==> src/rtl/seg_scan_mux_if.sv <==
// Display bus for seg_scan_mux: load request plus the multiplexed digit outputs.
interface seg_scan_mux_if;
    logic        load;
    logic [15:0] value;
    logic [3:0]  digit_data;
    logic [3:0]  digit_sel;
    logic        frame_done;

    modport master (
        output load,
        output value,
        input  digit_data,
        input  digit_sel,
        input  frame_done
    );

    modport slave (
        input  load,
        input  value,
        output digit_data,
        output digit_sel,
        output frame_done
    );
endinterface

==> src/rtl/seg_scan_mux.sv <==
// Four-digit time-multiplexed 7-segment scanner with frame-synchronous value update.
// Optional leading-zero blanking is enabled by defining SEG_SCAN_BLANK_EN.
module seg_scan_mux #(
    parameter int REFRESH_DIV = 50000
) (
    input  logic          clk,
    input  logic          reset,
    seg_scan_mux_if.slave bus
);

    localparam logic [15:0] LAST_COUNT = 16'(REFRESH_DIV - 1);

    logic [15:0] count_r;
    logic [1:0]  index_r;
    logic [15:0] display_r;
    logic [15:0] pending_r;
    logic        pending_flag_r;
    logic        frame_done_r;
    logic        tick_s;
    logic        wrap_s;
    logic [3:0]  nibble_s;
    logic [3:0]  data_s;
    logic [3:0]  sel_s;

`ifdef SEG_SCAN_BLANK_EN
    function automatic logic leading_zero(input logic [15:0] disp, input logic [1:0] idx);
        logic result;
        case (idx)
            2'd3:    result = (disp[15:12] == 4'h0);
            2'd2:    result = (disp[15:8] == 8'h00);
            2'd1:    result = (disp[15:4] == 12'h000);
            default: result = 1'b0;
        endcase
        return result;
    endfunction
`endif

    assign tick_s = (count_r == LAST_COUNT);
    assign wrap_s = tick_s && (index_r == 2'd3);

    // Prescaler and digit index; load never disturbs the scan timing.
    always_ff @(posedge clk or posedge reset) begin
        if (reset) begin
            count_r <= 16'd0;
            index_r <= 2'd0;
        end else if (tick_s) begin
            count_r <= 16'd0;
            index_r <= index_r + 2'd1;
        end else begin
            count_r <= count_r + 16'd1;
        end
    end

    // Pending/display registers: new values only become visible at a frame boundary.
    always_ff @(posedge clk or posedge reset) begin
        if (reset) begin
            display_r      <= 16'h0000;
            pending_r      <= 16'h0000;
            pending_flag_r <= 1'b0;
        end else if (wrap_s && bus.load) begin
            display_r      <= bus.value;
            pending_r      <= bus.value;
            pending_flag_r <= 1'b0;
        end else if (wrap_s && pending_flag_r) begin
            display_r      <= pending_r;
            pending_flag_r <= 1'b0;
        end else if (bus.load) begin
            pending_r      <= bus.value;
            pending_flag_r <= 1'b1;
        end
    end

    // Frame completion strobe, one cycle after the 3->0 tick.
    always_ff @(posedge clk or posedge reset) begin
        if (reset) begin
            frame_done_r <= 1'b0;
        end else begin
            frame_done_r <= wrap_s;
        end
    end

    // Digit enable and nibble selection straight from the index register.
    always_comb begin
        sel_s    = 4'b0001;
        nibble_s = display_r[3:0];
        case (index_r)
            2'd0: begin sel_s = 4'b0001; nibble_s = display_r[3:0];   end
            2'd1: begin sel_s = 4'b0010; nibble_s = display_r[7:4];   end
            2'd2: begin sel_s = 4'b0100; nibble_s = display_r[11:8];  end
            2'd3: begin sel_s = 4'b1000; nibble_s = display_r[15:12]; end
            default: begin sel_s = 4'b0001; nibble_s = display_r[3:0]; end
        endcase
    end

    // Optional blanking; 4'hF is outside BCD so the decoder turns the digit off.
    always_comb begin
        data_s = nibble_s;
`ifdef SEG_SCAN_BLANK_EN
        if (leading_zero(display_r, index_r)) begin
            data_s = 4'hF;
        end else begin
            data_s = nibble_s;
        end
`endif
    end

    assign bus.digit_sel  = sel_s;
    assign bus.digit_data = data_s;
    assign bus.frame_done = frame_done_r;

endmodule
==> src/flat_wrapper.sv <==
// flat-port wrapper written by rule: the top's interface ports become plain ports
module seg_scan_mux_flat 
#(
    parameter int REFRESH_DIV = 50000
)
  (clk, reset, bus_load, bus_value, bus_digit_data, bus_digit_sel, bus_frame_done);
  seg_scan_mux_if bus_i ();
  input  logic clk;
  input  logic reset;
  input wire logic [$bits(bus_i.load)-1:0] bus_load;
  input wire logic [$bits(bus_i.value)-1:0] bus_value;
  output wire logic [$bits(bus_i.digit_data)-1:0] bus_digit_data;
  output wire logic [$bits(bus_i.digit_sel)-1:0] bus_digit_sel;
  output wire logic [$bits(bus_i.frame_done)-1:0] bus_frame_done;
  assign bus_i.load = bus_load;
  assign bus_i.value = bus_value;
  assign bus_digit_data = bus_i.digit_data;
  assign bus_digit_sel = bus_i.digit_sel;
  assign bus_frame_done = bus_i.frame_done;
  seg_scan_mux #(.REFRESH_DIV(REFRESH_DIV)) u_core (.clk(clk), .reset(reset), .bus(bus_i));
endmodule
==> config.mk <==
export PLATFORM = sky130hd
export DESIGN_NAME = seg_scan_mux_flat
export DESIGN_NICKNAME = d
export VERILOG_FILES = /design/src/rtl/seg_scan_mux_if.sv /design/src/rtl/seg_scan_mux.sv /design/src/flat_wrapper.sv
export SDC_FILE = /design/constraint.sdc
export NUM_CORES = 1
export LEC_CHECK = 0
export BUFFER_PORTS_ARGS = -buffer_cell sky130_fd_sc_hd__buf_4
export CORE_ASPECT_RATIO = 0.5
export CORE_MARGIN = 5
export CORE_UTILIZATION = 50
export CTS_CLUSTER_DIAMETER = 60
export DETAILED_ROUTE_END_ITERATION = 8
export GPL_ROUTABILITY_DRIVEN = 0
export PLACE_DENSITY_LB_ADDON = 0.25
export SLEW_MARGIN = 10
export SYNTH_ARGS = -nofsm -noshare
export SYNTH_HDL_FRONTEND = slang
export SYNTH_SLANG_ARGS = --single-unit
==> constraint.sdc <==
create_clock -name clk -period 4.8 [get_ports clk]
set_input_delay 0.48 -clock clk [delete_from_list [all_inputs] [get_ports clk]]
set_output_delay 0.48 -clock clk [all_outputs]
set_load 0.1 [all_outputs]
# --- After elaboration in Yosys (flattened, before gate mapping) ---
# Index checks and enable logic that the tools add are counted.
word_totals:
  regBits: 52
  in_bits: 19
  out_inout_bits: 9
  elab_cells: 32
classes:
  add_sub_neg: 2
  n_eq_ne: 5
  mux: 11
  reduce_logical: 8
op_table:
  columns: ["op", "count"]
  rows:
  - ["$mux 16", 6]
  - ["$pmux 4 s4", 2]
  - ["$add 16x1->16 const B", 1]
  - ["$eq 16x16->1 const B", 1]
  - ["$eq 2x2->1 const B", 2]
  - ["$reduce_bool 2->1", 2]
  - ["$logic_and 1x1->1", 3]
  - ["$mux 1", 3]
  - ["$reduce_bool 3->1", 1]
  - ["$add 2x1->2 const B", 1]
  - ["$eq 2x1->1 const B", 1]
  - ["$logic_not 2->1", 1]
  - ["$ne 2x1->1 const B", 1]
  - ["$reduce_and 2->1", 1]

# --- Logic depth before layout (Yosys ltp) ---
depth:
  depth_word: 5
  depth_mapped: 6
  mapped_depth_nobuf: 5

# --- Worst setup path before layout ---
# Ideal clock, no wire load.
synth_timing:
  path_type: "reg2out"
  from: "register u_core.index_r[0]"
  to: "output port bus_digit_data[0]"
  t_arrival_ps: 3274
  t_required_ps: 4320
  setup_slack_ps: 1046
  stages_incl_launch_ff: 5
  n_path_buf: 1
  cell_sequence: "dfrtp_1 > inv_1 > ha_1 > clkbuf_1 > mux2i_1"
synth_via:
  elab_chain_len: 2
  word_cells_on_any_way: 5
  cone_classes: "eq/ne: 3; mux: 1; reduce/logical: 1"
synth_rtl:
  columns: ["element", "line", "rtl"]
  rows:
  - ["start, declared", "seg_scan_mux.sv:14", "logic [1:0] index_r;"]
  - ["start signal, assigned", "seg_scan_mux.sv:48", "index_r <= index_r + 2'd1;"]
  - ["$eq 2x2->1, or another cell as far along", "seg_scan_mux.sv:86", "case (index_r)"]
  - ["$pmux 4 s4 (*)", "seg_scan_mux.sv:86", null]
  - ["end, declared", "flat_wrapper.sv:12", "output wire logic [$bits(bus_i.digit_data)-1:0] bus_digit_data;"]
# Every way passes the cells marked *; elsewhere a longest branch is shown, timed or not.

# --- Worst setup path in the final report ---
# Same ends and word-level chain as after synthesis.

==> impl_metrics.json <==
{
  "status": "finished, final reports clean",
  "drive_above_1_share_pct": 24.8,
  "setup.worst_path.start_class": "flop",
  "start_util_pct": 50.8,
  "utilization_pct": 58.6,
  "drv_cap": 0,
  "grt_use_met1_pct": 20.6,
  "worstHoldStart": "bus_value[9]",
  "maxSlewHeadroom_pct": 28.9,
  "stdcell_count": 308,
  "grt_setup_unrepaired": "false",
  "vias_per_cell": 5.47,
  "core.rowCount": 18,
  "synth-seq-area-share_pct": 52.9,
  "fin_nets": 264,
  "final_max_slew_viol_count": 0,
  "synth_most_common_cell": "dfrtp_1",
  "routedWlPerCell_um": 15.1,
  "ant_nets": 0,
  "p_comb_share_pct": 5.9,
  "crit_chain": "inv_1 > ha_1 > a222oi_1 > mux2i_1 > buf_4",
  "coreArea_sq_mm": 0.00484,
  "fin_worst_skew_ns": 0.0117,
  "r2r-start": "u_core.count_r[11]",
  "use_met2_pct": 27.0,
  "grt_usage_pct": 15.7,
  "tns_ns": 0,
  "synth_edf_count": 0,
  "drt_iter0_drc": 76,
  "grt_max_degree": 53,
  "die_x_um": 109,
  "switchingPower_uw": 175,
  "cts_tree": "done",
  "required_ns": 4.32,
  "postSynthAreaPerCell_sq_um": 11.7,
  "setup_viol": 0,
  "clk_latency_ns": 0.30,
  "holdPathEnd": "u_core.pending_r[9]",
  "grt_pass1_wl_um": 8100,
  "yosys-top-cells-count": "52 x dfrtp_1, 20 x nand3_1, 17 x nand2_1, 15 x mux2_2, 11 x nor2_1",
  "syn_area_sq_mm": 0.00246,
  "dp_cells": 300,
  "antenna_found_initial": 0,
  "die_height_um": 59.6,
  "synth.yosys.warnings": 0,
  "synth_top_area_share_pct": 52.9,
  "synthTopCellsByArea": "dfrtp_1 53%, mux2_2 6.9%, ha_1 4.1%",
  "ys.flop_type": "dfrtp_1",
  "finalCritPeriodShare_pct": 49.3,
  "synth_compound_area_share_pct": 7.02,
  "ys_seq_elements": 52,
  "num-fill-cells": 391,
  "hold_viol_final": 0,
  "fmax_mhz": 422,
  "timing.critical_path.buf_inv": 2,
  "dr.pass1.iters": 4,
  "crit_path_max_incr_delay_ns": 0.44,
  "drc": 0,
  "cpMaxStageDelayCell": "dfrtp_1",
  "r2r_cells": 4,
  "area_delta_synth_final_pct": 15.3,
  "seqPwrFrac_pct": 55.8,
  "crit_family": "flip-flops",
  "cts_buffers": 5,
  "tightest_slew_ns": 1.06,
  "cts_setup_buffers": 0,
  "path_clk_slew_ns": 0.10,
  "r2r_slack_ns": 2.54,
  "worst-path-max-fanout": 5,
  "p_leak_uw": 0.00130,
  "grt.met3_usage_pct": 3.59,
  "io_pins": 28,
  "hold_path_depth": 2,
  "clock_power_share_pct": 38.3,
  "muxShareOfSynthArea_pct": 11.7,
  "cts.htree.levels": 2,
  "cp.arrival_ns": 1.89,
  "dpl.hpwl_um": 3320,
  "worstSetupEndpointType": "output port",
  "vias": 1685,
  "hold_path.class": "primary input to flop",
  "totalWireLength_um": 4650,
  "synth_cells": 210,
  "top_usage_layer": "met2",
  "grt_pass1_vias": 1751,
  "critPathKind": "flop to output port",
  "clock_sinks": 52,
  "synth_top_family_by_area": "simple AND/OR/NAND/NOR gates",
  "synthXorXnorAreaFrac_pct": 4.63,
  "r2r-end": "u_core.display_r[6]",
  "grt_overflow": 0,
  "synth-simple-area-share_pct": 16.4,
  "peakVddDrop_uv": 184,
  "synth-adder-area-share_pct": 4.07,
  "synth.distinct_cells": 34,
  "cts.repair.resized": 0,
  "switching_share_pct": 21.3,
  "clockBufferDepth": 2,
  "synth_fp_nets": 237,
  "io_buffers": 27,
  "cts_root_buf": "clkbuf_8",
  "holdBufCountCts": 0,
  "powerDensity_mw_per_mm2": 289,
  "fp.dieArea_sq_mm": 0.00650,
  "internal_power_uw": 645,
  "synthArstFlopShare_pct": 100,
  "yosysTopAreaCell": "dfrtp_1",
  "min_period_ns": 2.37,
  "insertedDiodeCount": 0
}
## routing by layer
| metal | wire, um | vias to the layer above |
|---|---|---|
| li1 | - | 809 |
| met1 | 2160 | 840 |
| met2 | 2230 | 31 |
| met3 | 207 | 5 |
| met4 | 43 | 0 |
| met5 | 0 | - |
## cell type report
| type | count | area, sq um | area share, % |
|---|---|---|---|
| Clock inverter | 2 | 38.8 | 1.37 |
| Clock buffer | 6 | 82.6 | 2.91 |
| Multi-Input combinational cell | 140 | 1080 | 38.0 |
| Sequential cell | 52 | 1300 | 45.9 |
| Tap cell | 70 | 87.6 | 3.09 |
| Timing Repair Buffer | 28 | 210 | 7.41 |
| Inverter | 10 | 37.5 | 1.32 |
## stage by stage
| step | instance area, sq um | setup slack [ns] | total power [uW] | hold slack [ns] |
|---|---|---|---|---|
| 2_1_floorplan | 2460 | 1.05 | 496 | 0.441 |
| 3_3_place_gp | 2710 | 2.68 | 515 | 0.464 |
| 3_5_place_dp | 2710 | 2.57 | 517 | 0.479 |
| 4_1_cts | 2840 | 2.43 | 828 | 0.412 |
| 5_1_grt | 2840 | 2.28 | 852 | 0.409 |
| 6_report | 2840 | 2.43 | 820 | 0.415 |
## state kept, by name (all words and copies together), names as in the netlist
signal / flops
u_core.bus.frame_done: 1
u_core.display_r: 16
u_core.count_r: 16
u_core.index_r: 2
u_core.pending_r: 16
u_core.pending_flag_r: 1
## how the worst max path moves through the flow
| stage | from | endpoint | slack (ns) | cells after the start |
|---|---|---|---|---|
| 3_3_place_gp | u_core.count_r[11] | u_core.display_r[3] | 2.68 | 4 |
| 4_1_cts | u_core.index_r[0] | bus_digit_data[3] | 2.43 | 4 |
| 6_report | u_core.index_r[0] | bus_digit_data[0] | 2.43 | 5 |
| 5_1_grt | u_core.index_r[0] | bus_digit_data[2] | 2.28 | 5 |
| 3_5_place_dp | u_core.count_r[11] | u_core.display_r[15] | 2.57 | 4 |
| 2_1_floorplan | u_core.index_r[0] | bus_digit_data[0] | 1.05 | 4 |
## layout by cell type, fill, tap and decap left out, types with 5 or more instances in the layout
cell	n
a32oi_1	8
buf_4	28
clkbuf_8	6
dfrtp_1	52
ha_1	8
inv_1	9
mux2_1	6
mux2_2	15
mux2i_1	5
nand2_1	17
nand3_1	20
nand4_1	5
nor2_1	11
xnor2_1	7
xor2_1	6
## cell families after synthesis
family	Yosys count
buf+inv	18
fa+ha+maj	8
xor+xnor	13
mux	26
flops	52
simple gates	72
compound gates	21
## power groups by stage
stage | registers, uW | logic [uW] | clock network (uW)
4_1_cts | 458 | 49.5 | 320
3_5_place_dp | 467 | 49.3 | 0
2_1_floorplan | 465 | 31.3 | 0
5_1_grt | 460 | 53.7 | 339
6_report | 458 | 48.2 | 314
3_3_place_gp | 466 | 48.3 | 0
Note: power is estimated with default switching activity, not from simulation.
